==> config.mk <==
export PLATFORM = sky130hd
export DESIGN_NAME = pce_rom_loader
export DESIGN_NICKNAME = d
export VERILOG_FILES = /design/src/rtl/pce_rom_loader_pkg.sv /design/src/rtl/pce_pop_sig_detect.sv /design/src/rtl/pce_rom_loader.sv
export SDC_FILE = /design/constraint.sdc
export NUM_CORES = 1
export LEC_CHECK = 0
export CAP_MARGIN = 5
export CORE_MARGIN = 2
export CORE_UTILIZATION = 35
export CTS_BUF_LIST = sky130_fd_sc_hd__clkbuf_4 sky130_fd_sc_hd__clkbuf_8
export CTS_CLUSTER_SIZE = 28
export DETAILED_ROUTE_END_ITERATION = 10
export GPL_TIMING_DRIVEN = 0
export SETUP_SLACK_MARGIN = 0.15
export SLEW_MARGIN = 20
export SYNTH_ARGS = -nofsm -noshare
export SYNTH_HDL_FRONTEND = slang
export SYNTH_HIERARCHICAL = 1
export SYNTH_SLANG_ARGS = --single-unit
==> constraint.sdc <==
create_clock -name clk_sys -period 4 [get_ports clk_sys]
set_input_delay 1.2 -clock clk_sys [delete_from_list [all_inputs] [get_ports clk_sys]]
set_output_delay 1.2 -clock clk_sys [all_outputs]
set_load 0.005 [all_outputs]
==> src/rtl/pce_rom_loader_pkg.sv <==
// Shared types and constants for the PCE ROM loader: FSM states, Populous
// signature words and the per-byte bit reversal used by the ROM data swap option.
package pce_loader_pkg;

  typedef enum logic [1:0] {IDLE, WAIT_WR, WAIT_ACK} state_t;

  // Index 0 is the word at line offset 6 ("PO"), then "PU", "LO", "US".
  localparam logic [3:0][15:0] POP_SIG = {16'h5355, 16'h4F4C, 16'h5550, 16'h4F50};

  localparam logic [19:0] POP_LINE_NOHDR = 20'h1F2;
  localparam logic [19:0] POP_LINE_HDR   = 20'h212;

  function automatic logic [7:0] bitrev8(input logic [7:0] b);
    logic [7:0] r;
    for (int unsigned i = 0; i < 8; i++) r[i] = b[3'(7 - i)];
    return r;
  endfunction

endpackage

==> src/rtl/pce_pop_sig_detect.sv <==
// Compares a ROM write against the Populous signature; raises a clear strobe
// for the flag of the line (bit 13 selects header/no-header) that mismatched.
module pce_pop_sig_detect
  import pce_loader_pkg::*;
#(
  parameter int AW = 24
) (
  input  logic [AW-1:0] i_addr,
  input  logic [15:0]   i_data,
  output logic [1:0]    o_clr
);

  logic        w_line_hit;
  logic        w_chk;
  logic [15:0] w_exp;

  assign w_line_hit = (i_addr[AW-1:4] == (AW-4)'(POP_LINE_NOHDR)) ||
                      (i_addr[AW-1:4] == (AW-4)'(POP_LINE_HDR));

  always_comb begin
    w_chk = 1'b1;
    w_exp = '0;
    case (i_addr[3:0])
      4'd6:    w_exp = POP_SIG[0];
      4'd8:    w_exp = POP_SIG[1];
      4'd10:   w_exp = POP_SIG[2];
      4'd12:   w_exp = POP_SIG[3];
      default: w_chk = 1'b0;
    endcase
    o_clr = '0;
    if (w_line_hit && w_chk && (i_data != w_exp)) o_clr[i_addr[13]] = 1'b1;
  end

endmodule

==> src/rtl/pce_rom_loader.sv <==
// HPS ioctl download to 16-bit toggle-handshake ROM writes for ddram/sdram,
// plus cartridge facts (size, header, Populous mapper, SuperGrafx).
module pce_rom_loader
  import pce_loader_pkg::*;
#(
  parameter int         AW      = 24,
  parameter logic [4:0] SGX_IDX = 5'd2
) (
  input  logic          clk_sys,
  input  logic          reset,
  input  logic          ioctl_download,
  input  logic [7:0]    ioctl_index,
  input  logic          ioctl_wr,
  input  logic [15:0]   ioctl_dout,
  output logic          ioctl_wait,
  input  logic          swap,
  output logic [AW-1:0] wr_addr,
  output logic [15:0]   wr_data,
  output logic          wr_req,
  input  logic          ack_dd,
  input  logic          ack_sd,
  output logic [7:0]    rom_size,
  output logic          hdr,
  output logic          populous,
  output logic          sgx
);

  // Power-up values only: reset deliberately leaves the ROM identity and the
  // request toggle alone so in-flight controller handshakes stay coherent.
  state_t        r_state = IDLE;
  logic [AW-1:0] r_addr  = '0;
  logic          r_req   = 1'b0;
  logic          r_wait  = 1'b0;
  logic          r_dl_d  = 1'b0;
  logic          r_sgx   = 1'b0;
  logic [1:0]    r_pop   = '0;

  logic [1:0]    w_clr;
  logic          w_unused_idx;

  assign w_unused_idx = ^ioctl_index[7:5];

  assign wr_data = swap ? {bitrev8(ioctl_dout[15:8]), bitrev8(ioctl_dout[7:0])} : ioctl_dout;

  pce_pop_sig_detect #(.AW(AW)) u_sig (
    .i_addr (r_addr),
    .i_data (wr_data),
    .o_clr  (w_clr)
  );

  always_ff @(posedge clk_sys) begin
    r_dl_d <= ioctl_download;
    if (reset) begin
      r_state <= IDLE;
      r_wait  <= 1'b0;
    end else begin
      case (r_state)
        IDLE: begin
          if (ioctl_download && !r_dl_d) begin
            r_addr  <= '0;
            r_pop   <= 2'b11;
            r_sgx   <= (ioctl_index[4:0] == SGX_IDX);
            r_state <= WAIT_WR;
          end
        end
        WAIT_WR: begin
          if (ioctl_wr) begin
            r_req   <= ~r_req;
            r_wait  <= 1'b1;
            r_pop   <= r_pop & ~w_clr;
            r_state <= WAIT_ACK;
          end else if (!ioctl_download) begin
            r_state <= IDLE;
          end
        end
        WAIT_ACK: begin
          if ((r_req == ack_dd) && (r_req == ack_sd)) begin
            r_wait  <= 1'b0;
            r_addr  <= r_addr + AW'(2);
            r_state <= ioctl_download ? WAIT_WR : IDLE;
          end
        end
        default: r_state <= IDLE;
      endcase
    end
  end

  assign ioctl_wait = r_wait;
  assign wr_addr    = r_addr;
  assign wr_req     = r_req;
  assign sgx        = r_sgx;
  assign rom_size   = r_addr[23:16];
  assign hdr        = r_addr[9];
  // Files too short to reach the first signature line leave both flags set.
  assign populous   = r_pop[r_addr[9]] & (r_addr >= AW'(16'h1F30));

endmodule

---- Word-level counts from Yosys, hierarchy flattened ----
Index checks and enable logic that the tools add are counted.
word-level totals
  register bits ........................... 32
  bits in latches ......................... 0
  memory bits (writable) .................. 0
  bits in read-only memories .............. 0
  bits of input ports ..................... 31
  word-level logic and storage cells ...... 74
  memories kept ........................... 0
cells by class
  $add $sub $neg .......................... 1
  multiply operators ...................... 0
  div/mod/pow operators ................... 0
  order comparisons ....................... 4
  equal/unequal tests ..................... 16
  shifts and indexed selects .............. 0
  muxes and demuxes ....................... 23
  bitwise gates (word level) .............. 5
  reduce and logical (&&, ||, !) cells .... 18
operators with widths
  kind                                                    count
  one-hot mux 15 bit (4 select lines)                     1
  2-to-1 mux 24 bit                                       2
  one-hot mux 24 bit (2 select lines)                     1
  adder 24 x 2 -> 24 bit (second input constant)          1
  >= comparator 24 x 13 -> 1 bit (second input constant)  1
  equality test 20 x 10 -> 1 bit (second input constant)  1
  equality test 20 x 9 -> 1 bit (second input constant)   1
  2-to-1 mux 16 bit                                       1
  inequality test 16 x 15 -> 1 bit                        1
  2-to-1 mux 2 bit                                        7
  equality test 4 bit (second input constant)             3
  AND reduction 3 bit                                     4
  AND reduction 4 bit                                     2
  2-to-1 mux 1 bit                                        7
  inequality test 2 bit (second input constant)           3
  one-hot mux 2 bit (3 select lines)                      1
  nonzero test 2 bit                                      3
  equality test 5 x 2 -> 1 bit (second input constant)    1
  logical AND 1 bit                                       5
  equality test 4 x 3 -> 1 bit (second input constant)    1
  < comparator 1 x 2 -> 1 bit (second input constant)     2
  one-hot mux 2 bit (2 select lines)                      1
  OR reduction 4 bit                                      1
  inequality test 3 bit (second input constant)           1
  other kinds (13)                                        15

---- Logic depth before layout (Yosys ltp) ----
Gate-level depths: netlist of the first run.
  depth after elaboration ................. 10
  gate-level depth with buffers ........... 9
  gate-level depth less buffers ........... 7

---- Modules after synthesis ----
Netlist of the first run, hierarchy kept.
by module, submodules not included
  module              times used  cells an instance  area each (um^2)  seq. area each (um^2)
  pce_rom_loader      1           195                1,940.6           890.9
  pce_pop_sig_detect  1           62                 430.4             0.0

---- Worst setup path before layout of the first run ----
OpenSTA, ideal clock, no wires.
  path type ............................... input -> register
  start ................................... input ack_dd
  end ..................................... register r_addr[10] (netlist: wr_addr[10]), enable pin
  setup time .............................. 432 ps
  arrival ................................. 3,331 ps
  data required time ...................... 3,568 ps
  setup slack ............................. 237 ps
  stages .................................. 4
  path buffers ............................ 0
  path through ............................ nor3_1 -> nor2_1 -> mux2_2 -> nor3_1
on the way
  longest elaborated chain between the ends .. 4
RTL lines
  element                                 line                  source
  from (decl)                             pce_rom_loader.sv:20  input logic ack_dd,
  equality test 1 bit                     pce_rom_loader.sv:77  if ((r_req == ack_dd) && (r_req == ack_sd)) begin
  logical AND 1 bit                       pce_rom_loader.sv:77
  inequality test 2 bit (no source line)  n/a
  AND reduction 4 bit (no source line)    n/a
  to (signal assigned)                    pce_rom_loader.sv:79  r_addr <= r_addr + AW'(2);
  to (decl)                               pce_rom_loader.sv:31  logic [AW-1:0] r_addr = '0;
No other way between the ends.
A chain may end at the register's enable or synchronous reset.

---- Worst setup path in the final report of the first run ----
  start ................................... input swap
  end ..................................... output wr_data[9]
on the way
  longest elaborated chain between the ends .. 1
RTL lines
  element            line                  source
  from (decl)        pce_rom_loader.sv:16  input logic swap,
  2-to-1 mux 16 bit  pce_rom_loader.sv:43  assign wr_data = swap ? {bitrev8(ioctl_dout[15:8]), bitrev8(ioctl_dout[7:0])} : ioctl_dout;
  to (decl)          pce_rom_loader.sv:18  output logic [15:0] wr_data,
No other way between the ends.

==> impl_metrics.py, run 1 <==
metrics = {
    "worst_hold_path": {
        "worstHoldPathType": "reg -> reg",
        "whs_path_depth": 1,
        "holdPathEnd": "ioctl_wait",
        "holdCritStartpoint": "ioctl_wait",
    },
    "logic_synthesis": {
        "synth_area_mm2": 0.00237,
        "yosys.cell_count.top_type": "edfxtp_1",
        "synthTopCellsByCount": "edfxtp_1, nor2_1, a21oi_1, o21ai_0, mux2_2",
        "synth_top_area_share_pct": 34.2,
        "seq_area_frac_synth_pct": 37.6,
        "ys_ff_latch": 31,
        "yosys.area.top_type": "edfxtp_1",
        "syn_inst": 257,
        "async_flop_share_pct": 0,
        "syn_avg_cell_area_um2": 9.23,
        "synthFlopType": "edfxtp_1",
        "yosysWarningCount": 6,
        "synth-edff-count": 27,
        "yosys-top-cells-area": "edfxtp_1, mux2_2, a21oi_1",
        "yosysUniqueCellTypes": 55,
    },
    "sta": {
        "hold_viol_final": 0,
        "finalSetupTns_ns": 0,
        "skew_ns": 0.00664,
        "worst_pin_slew_ns": 0.798,
        "grt_setup_unrepaired": "no",
        "clock.fmax_mhz": 273,
        "final-setup-viol-count": 0,
        "slew_violations": 0,
        "min_period_ns": 3.67,
        "maxSlewHeadroom_pct": 46.5,
        "timing.final.crit_share_pct": 91.6,
    },
    "setup_path": {
        "crit_buf_inv": 3,
        "crit_chain": "clkbuf_2 -> buf_4 -> mux2_2 -> clkdlybuf4s50_1",
        "path_class": "in -> out",
        "r2r_slack_ns": 1.73,
        "reg2regPathDepth": 5,
        "worst_setup_path_start_kind": "input port",
        "cp.required_ns": 2.80,
        "r2r_end": "wr_addr[12]",
        "r2r-start": "wr_req",
        "crit_fanout": 10,
        "cpMaxStageDelayCell": "clkdlybuf4s50_1",
        "worst_ep_arrival_time_ns": 2.47,
        "cp_top_family": "buffers and inverters",
        "worstSetupEndpointType": "output port",
        "slowest_delay_ns": 0.47,
    },
    "placed_design": {
        "dp_hpwl_mm": 4.92,
        "dp.cells": 415,
        "routabilityCongestion": 0.811,
        "place_area_mm2": 0.00327,
        "portBuffers": 78,
    },
    "routing": {
        "post_drt_wl_per_cell_um": 15.2,
        "dr.pass1.iters": 4,
        "initialDrtViolationCount": 130,
        "via_count": 2343,
        "ant_nets": 0,
        "routed_via_density": 5.54,
        "remaining_drc_errors": 0,
        "wirelength_mm": 6.44,
    },
    "global_route": {
        "grt_usage_pct": 17.2,
        "grt_max_degree": 16,
        "grt_pass1_vias": 2053,
        "antenna_found_initial": 0,
        "grt_pass1_wl_mm": 10.3,
        "gr-total-overflow": 0,
    },
    "clocking": {
        "cts_sinks": 31,
        "path_clk_slew_ns": 0.07,
        "htreeDepth": 2,
        "numCtsBuffers": 5,
        "clock_latency_ns": 0.29,
        "clock_path_buffers": 2,
        "clock-root-buffer": "clkbuf_8",
        "cts_tree": "yes",
    },
    "floorplan": {
        "io_pins": 84,
        "die-width_um": 86.3,
        "rows": 29,
        "core_area_mm2": 0.00646,
        "die-area_mm2": 0.00745,
        "initial_core_util_pct": 36.7,
        "dieHeight_um": 86.3,
    },
    "power": {
        "power_switching_w": 0.000205,
        "p_leak_nw": 1.17,
        "peakVddDrop_mv": 0.154,
        "powerDensity_mw_per_mm2": 250,
        "finalPower_w": 0.000847,
        "swShare_pct": 24.2,
        "seqPwrFrac_pct": 44.3,
        "power.internal_w": 0.000642,
        "pwr-share-clk_pct": 36.8,
        "p_comb_share_pct": 18.9,
    },
    "final_layout": {
        "antenna_cells": 0,
        "final_cell_area_mm2": 0.00339,
        "finish.net_count": 377,
        "drive_above_1_share_pct": 16.5,
        "nFillCells": 602,
        "finalNonFillerCells": 423,
        "syn2layout_area_growth_pct": 43.0,
    },
    "job": {
        "cap_violations": 0,
    },
    "status": {
        "status": "finished clean",
    },
}
==> worst max-delay path by stage <==
stage,depth (start not counted),to,slack [ns],startpoint
6_report,4,wr_data[9],0.33,swap
3_3_place_gp,5,wr_addr[8],-1.08,ack_dd
3_5_place_dp,4,wr_data[9],-0.1,swap
4_1_cts,4,wr_data[9],0.16,swap
2_1_floorplan,4,wr_addr[10],0.24,ack_dd
5_1_grt,4,wr_data[9],0.26,swap
==> repair_timing <==
action,CTS,global route
setup endpoints to repair,10,10
setup buffers,0,0
hold buffers,0,0
resized for setup,2,2
gates cloned,0,0
==> layer usage <==
metal  vias to the layer above  share of wire, %  track usage (%)  wire length [um]
met2                        75                45             25.6              2900
li1                       1144                 -                -                 -
met5                         -                 0                0                 0
met4                         0              0.95             4.83                61
met3                         7               6.1             3.71               391
met1                      1117                48             25.2              3090
==> registers in the layout, indices dropped and copies added, names as in the netlist <==
signal	flops
wr_addr	23
r_pop	2
r_state	2
ioctl_wait	1
r_dl_d	1
sgx	1
wr_req	1
==> worst reg2reg max path: stages (launching register included) <==
cell	delay [ns]
edfxtp_1	0.44
nor3_1	0.24
nor2_1	0.09
mux2_2	0.28
nor3_2	0.61
buf_4	0.32
==> layout by cell type, fill, tap and decap left out, types with 3 or more instances in the layout <==
cell type and n:
nand4_1 8, buf_2 3, clkdlybuf4s50_1 78, o21ai_0 18, clkbuf_8 5, xor2_1 5, nand2b_1 5, a31o_2 3
a21oi_1 18, dfxtp_1 4, nor2_1 21, nor4b_1 3, edfxtp_1 27, or3_1 7, buf_4 14, nand3_1 12
nand2_1 9, nor3_1 9, nor2b_1 3, inv_1 8, nor4_1 7, xnor2_1 7, mux2_2 17, and3_1 6
==> cells by family (layout without fill, tap and decap cells) <==
group | count (synthesis) | count (layout) | share of synthesized area, %
other | 1 | 2 | 0.158
adders and majority gates | 1 | 1 | 0.528
muxes | 19 | 19 | 8.92
DFF | 31 | 31 | 37.6
buffers and inverters | 29 | 117 | 6.86
xor gates and xnor gates | 12 | 12 | 4.43
and+or+nand+nor | 109 | 109 | 27.4
AOI/OAI and AO/OA | 55 | 55 | 14.1
==> final cells by class <==
class / instances / area [um^2] / area share [%]
clock buffers: 5 / 68.8 / 2.03
repair buffers: 80 / 796 / 23.5
well taps: 77 / 96.3 / 2.84
plain buffers: 21 / 138 / 4.06
multi-input cells: 198 / 1330 / 39.1
flip-flops and latches: 31 / 891 / 26.3
inverters: 8 / 30.0 / 0.886
clock inverters: 3 / 43.8 / 1.29
==> power by group through the flow <==
stage	clock network, W	logic, W	registers, W
after floorplan	0	0.0000728	0.000379
after global placement	0	0.000155	0.000383
after detailed placement	0	0.000159	0.000382
after CTS	0.000317	0.000160	0.000375
after global routing	0.000329	0.000173	0.000377
final	0.000312	0.000160	0.000375
==> per-stage QoR <==
step | utilization [%] | hold WS, ns | setup WS, ns
after floorplan | - | 0.485 | 0.237
after global placement | 50.3 | 0.476 | -1.08
after detailed placement | 50.7 | 0.474 | -0.0977
after CTS | 52.5 | 0.496 | 0.158
after global routing | 52.5 | 0.535 | 0.259
final | 52.5 | 0.492 | 0.335
Note: power is estimated with default switching activity, not from simulation.
==> run 2, diff against run 1 <==
--- a/config.mk
+++ b/config.mk
@@ -5,12 +5,13 @@
 export SDC_FILE = /design/constraint.sdc
 export NUM_CORES = 1
 export LEC_CHECK = 0
+export ABC_CLOCK_PERIOD_IN_PS = 4000
 export CAP_MARGIN = 5
-export CORE_MARGIN = 2
 export CORE_UTILIZATION = 35
 export CTS_BUF_LIST = sky130_fd_sc_hd__clkbuf_4 sky130_fd_sc_hd__clkbuf_8
 export CTS_CLUSTER_SIZE = 28
 export DETAILED_ROUTE_END_ITERATION = 10
+export DONT_BUFFER_PORTS = 1
 export GPL_TIMING_DRIVEN = 0
 export SETUP_SLACK_MARGIN = 0.15
 export SLEW_MARGIN = 20
==> run 2 against run 1 <==
Compared with the run above: sequential share of layout area up 8.1 points; power is 15% lower; largest power group unchanged; critical path depth shrank 1; the flow now finishes with violations (design-rule violations); fmax up 2.5%; worst hold slack gained 0.026 ns.
==> impl_metrics.py, run 2 (same netlist as run 1, synthesis figures left out) <==
metrics = {
    "status": {
        "status": "complete, but fails checks",
        "violations": "design-rule violations",
    },
    "clocking": {
        "clock-root-buffer": "clkbuf_8",
        "path_clk_slew_ns": 0.06,
        "cts_hold_buf": 0,
        "cts_sinks": 31,
        "clock_latency_ns": 0.28,
        "htreeDepth": 2,
        "cts_resized": 0,
        "cts_setup_buffers": 0,
        "numCtsBuffers": 5,
        "cts_tree": "yes",
        "clock_path_buffers": 2,
    },
    "final_layout": {
        "final_util_pct": 40.1,
        "syn2layout_area_growth_pct": 9.13,
        "layout_common_cells": "edfxtp_1, nor2_1, o21ai_0, a21oi_1, mux2_2",
        "final_common_cell": "edfxtp_1",
        "finish.net_count": 300,
        "antenna_cells": 0,
        "drive_above_1_share_pct": 20.8,
        "largest_reg_flops": 23,
    },
    "placed_design": {
        "portBuffers": 0,
        "dp_hpwl_mm": 4.39,
        "routabilityCongestion": 0.794,
    },
    "floorplan": {
        "io_pins": 84,
        "core_area_mm2": 0.00646,
        "die-area_mm2": 0.00711,
        "rows": 29,
        "dieHeight_um": 84.3,
        "die-width_um": 84.3,
        "initial_core_util_pct": 36.7,
    },
    "setup_path": {
        "path_class": "in -> out",
        "r2r-start": "wr_addr[2]",
        "worst_setup_path_start_kind": "input port",
        "r2r_slack_ns": 1.76,
        "reg2regPathDepth": 5,
        "crit_fanout": 10,
        "r2r_end": "wr_addr[23]",
        "worst_ep_arrival_time_ns": 2.38,
        "worstSetupEndpointType": "output port",
        "cp.required_ns": 2.80,
    },
    "global_route": {
        "grt_usage_pct": 16.8,
        "antenna_found_initial": 0,
        "grt_pass1_wl_mm": 9.56,
        "grt_pass1_vias": 1942,
        "grt_max_degree": 16,
        "gr-total-overflow": 0,
    },
    "worst_hold_path": {
        "holdCritStartpoint": "ioctl_wait",
        "holdPathEnd": "ioctl_wait",
        "worstHoldPathType": "reg -> reg",
        "whs_path_depth": 1,
    },
    "sta": {
        "timing.final.crit_share_pct": 89.4,
        "skew_ns": 0.0107,
        "maxSlewHeadroom_pct": 64.5,
        "worst_pin_slew_ns": 0.532,
        "clock.fmax_mhz": 280,
        "hold_viol_final": 0,
        "min_period_ns": 3.58,
        "whs_ns": 0.518,
        "final-setup-viol-count": 0,
        "grt_setup_unrepaired": "no",
        "slew_violations": 0,
    },
    "routing": {
        "via_count": 1983,
        "ant_nets": 0,
        "initialDrtViolationCount": 117,
        "dr.pass1.iters": 7,
        "post_drt_wl_per_cell_um": 16.5,
        "routed_via_density": 5.73,
        "remaining_drc_errors": 14,
        "wirelength_mm": 5.72,
    },
    "power": {
        "powerDensity_mw_per_mm2": 277,
        "peakVddDrop_mv": 0.152,
        "p_leak_nw": 0.853,
    },
    "job": {
        "cap_violations": 0,
    },
}
[run 2: worst max path at each step]
stage	end	from	cells after the start
2_1_floorplan	wr_addr[10]	ack_dd	4
3_3_place_gp	wr_addr[11]	ack_dd	4
3_5_place_dp	r_pop[0]	swap	8
4_1_cts	wr_data[9]	swap	3
5_1_grt	wr_data[10]	swap	3
6_report	wr_data[9]	swap	3
[run 2: area by class of cell]
type                    instances  area [um^2]
repair buffers                  3         22.5
flip-flops and latches         31          891
multi-input cells             198         1330
plain buffers                  21          133
inverters                       8         30.0
clock inverters                 1         5.00
well taps                      77         96.3
fillers                       665         3870
clock buffers                   7         83.8
[run 2: through the flow]
| stage | instances | TNS (ns) | total power, W | setup slack, ns | area, um^2 |
|---|---|---|---|---|---|
| 5_1_grt | 346 | 0 | 0.000747 | 0.332 | 2590 |
| 3_5_place_dp | 338 | 0 | 0.000473 | 0.364 | 2500 |
| 6_report | 346 | 0 | 0.000716 | 0.424 | 2590 |
| 2_1_floorplan | 258 | 0 | 0.000452 | 0.237 | 2370 |
| 3_3_place_gp | 335 | -15.53 | 0.000470 | -0.677 | 2470 |
| 4_1_cts | 346 | 0 | 0.000724 | 0.422 | 2590 |
[run 2: layer usage]
| layer | vias to the layer above | GRT usage (%) | share of wire, % |
|---|---|---|---|
| li1 | 984 | - | - |
| met1 | 926 | 22.5 | 44 |
| met2 | 69 | 27.0 | 48 |
| met3 | 4 | 4.13 | 7.1 |
| met4 | 0 | 4.55 | 0.70 |
| met5 | - | 0 | 0 |
[run 2: critical path, cell delays in order]
cell,delay (ns)
clkbuf_1,0.30
buf_1,0.43
mux2_2,0.45
[run 2: power breakdown]
part	internal, W	total, W	leakage [nW]	switching, W
clock	0.000136	0.000250	0.0491	0.000114
combinational	0.0000407	0.0000893	0.522	0.0000486
sequential	0.000359	0.000377	0.282	0.0000177
total	0.000536	0.000716	0.853	0.000180
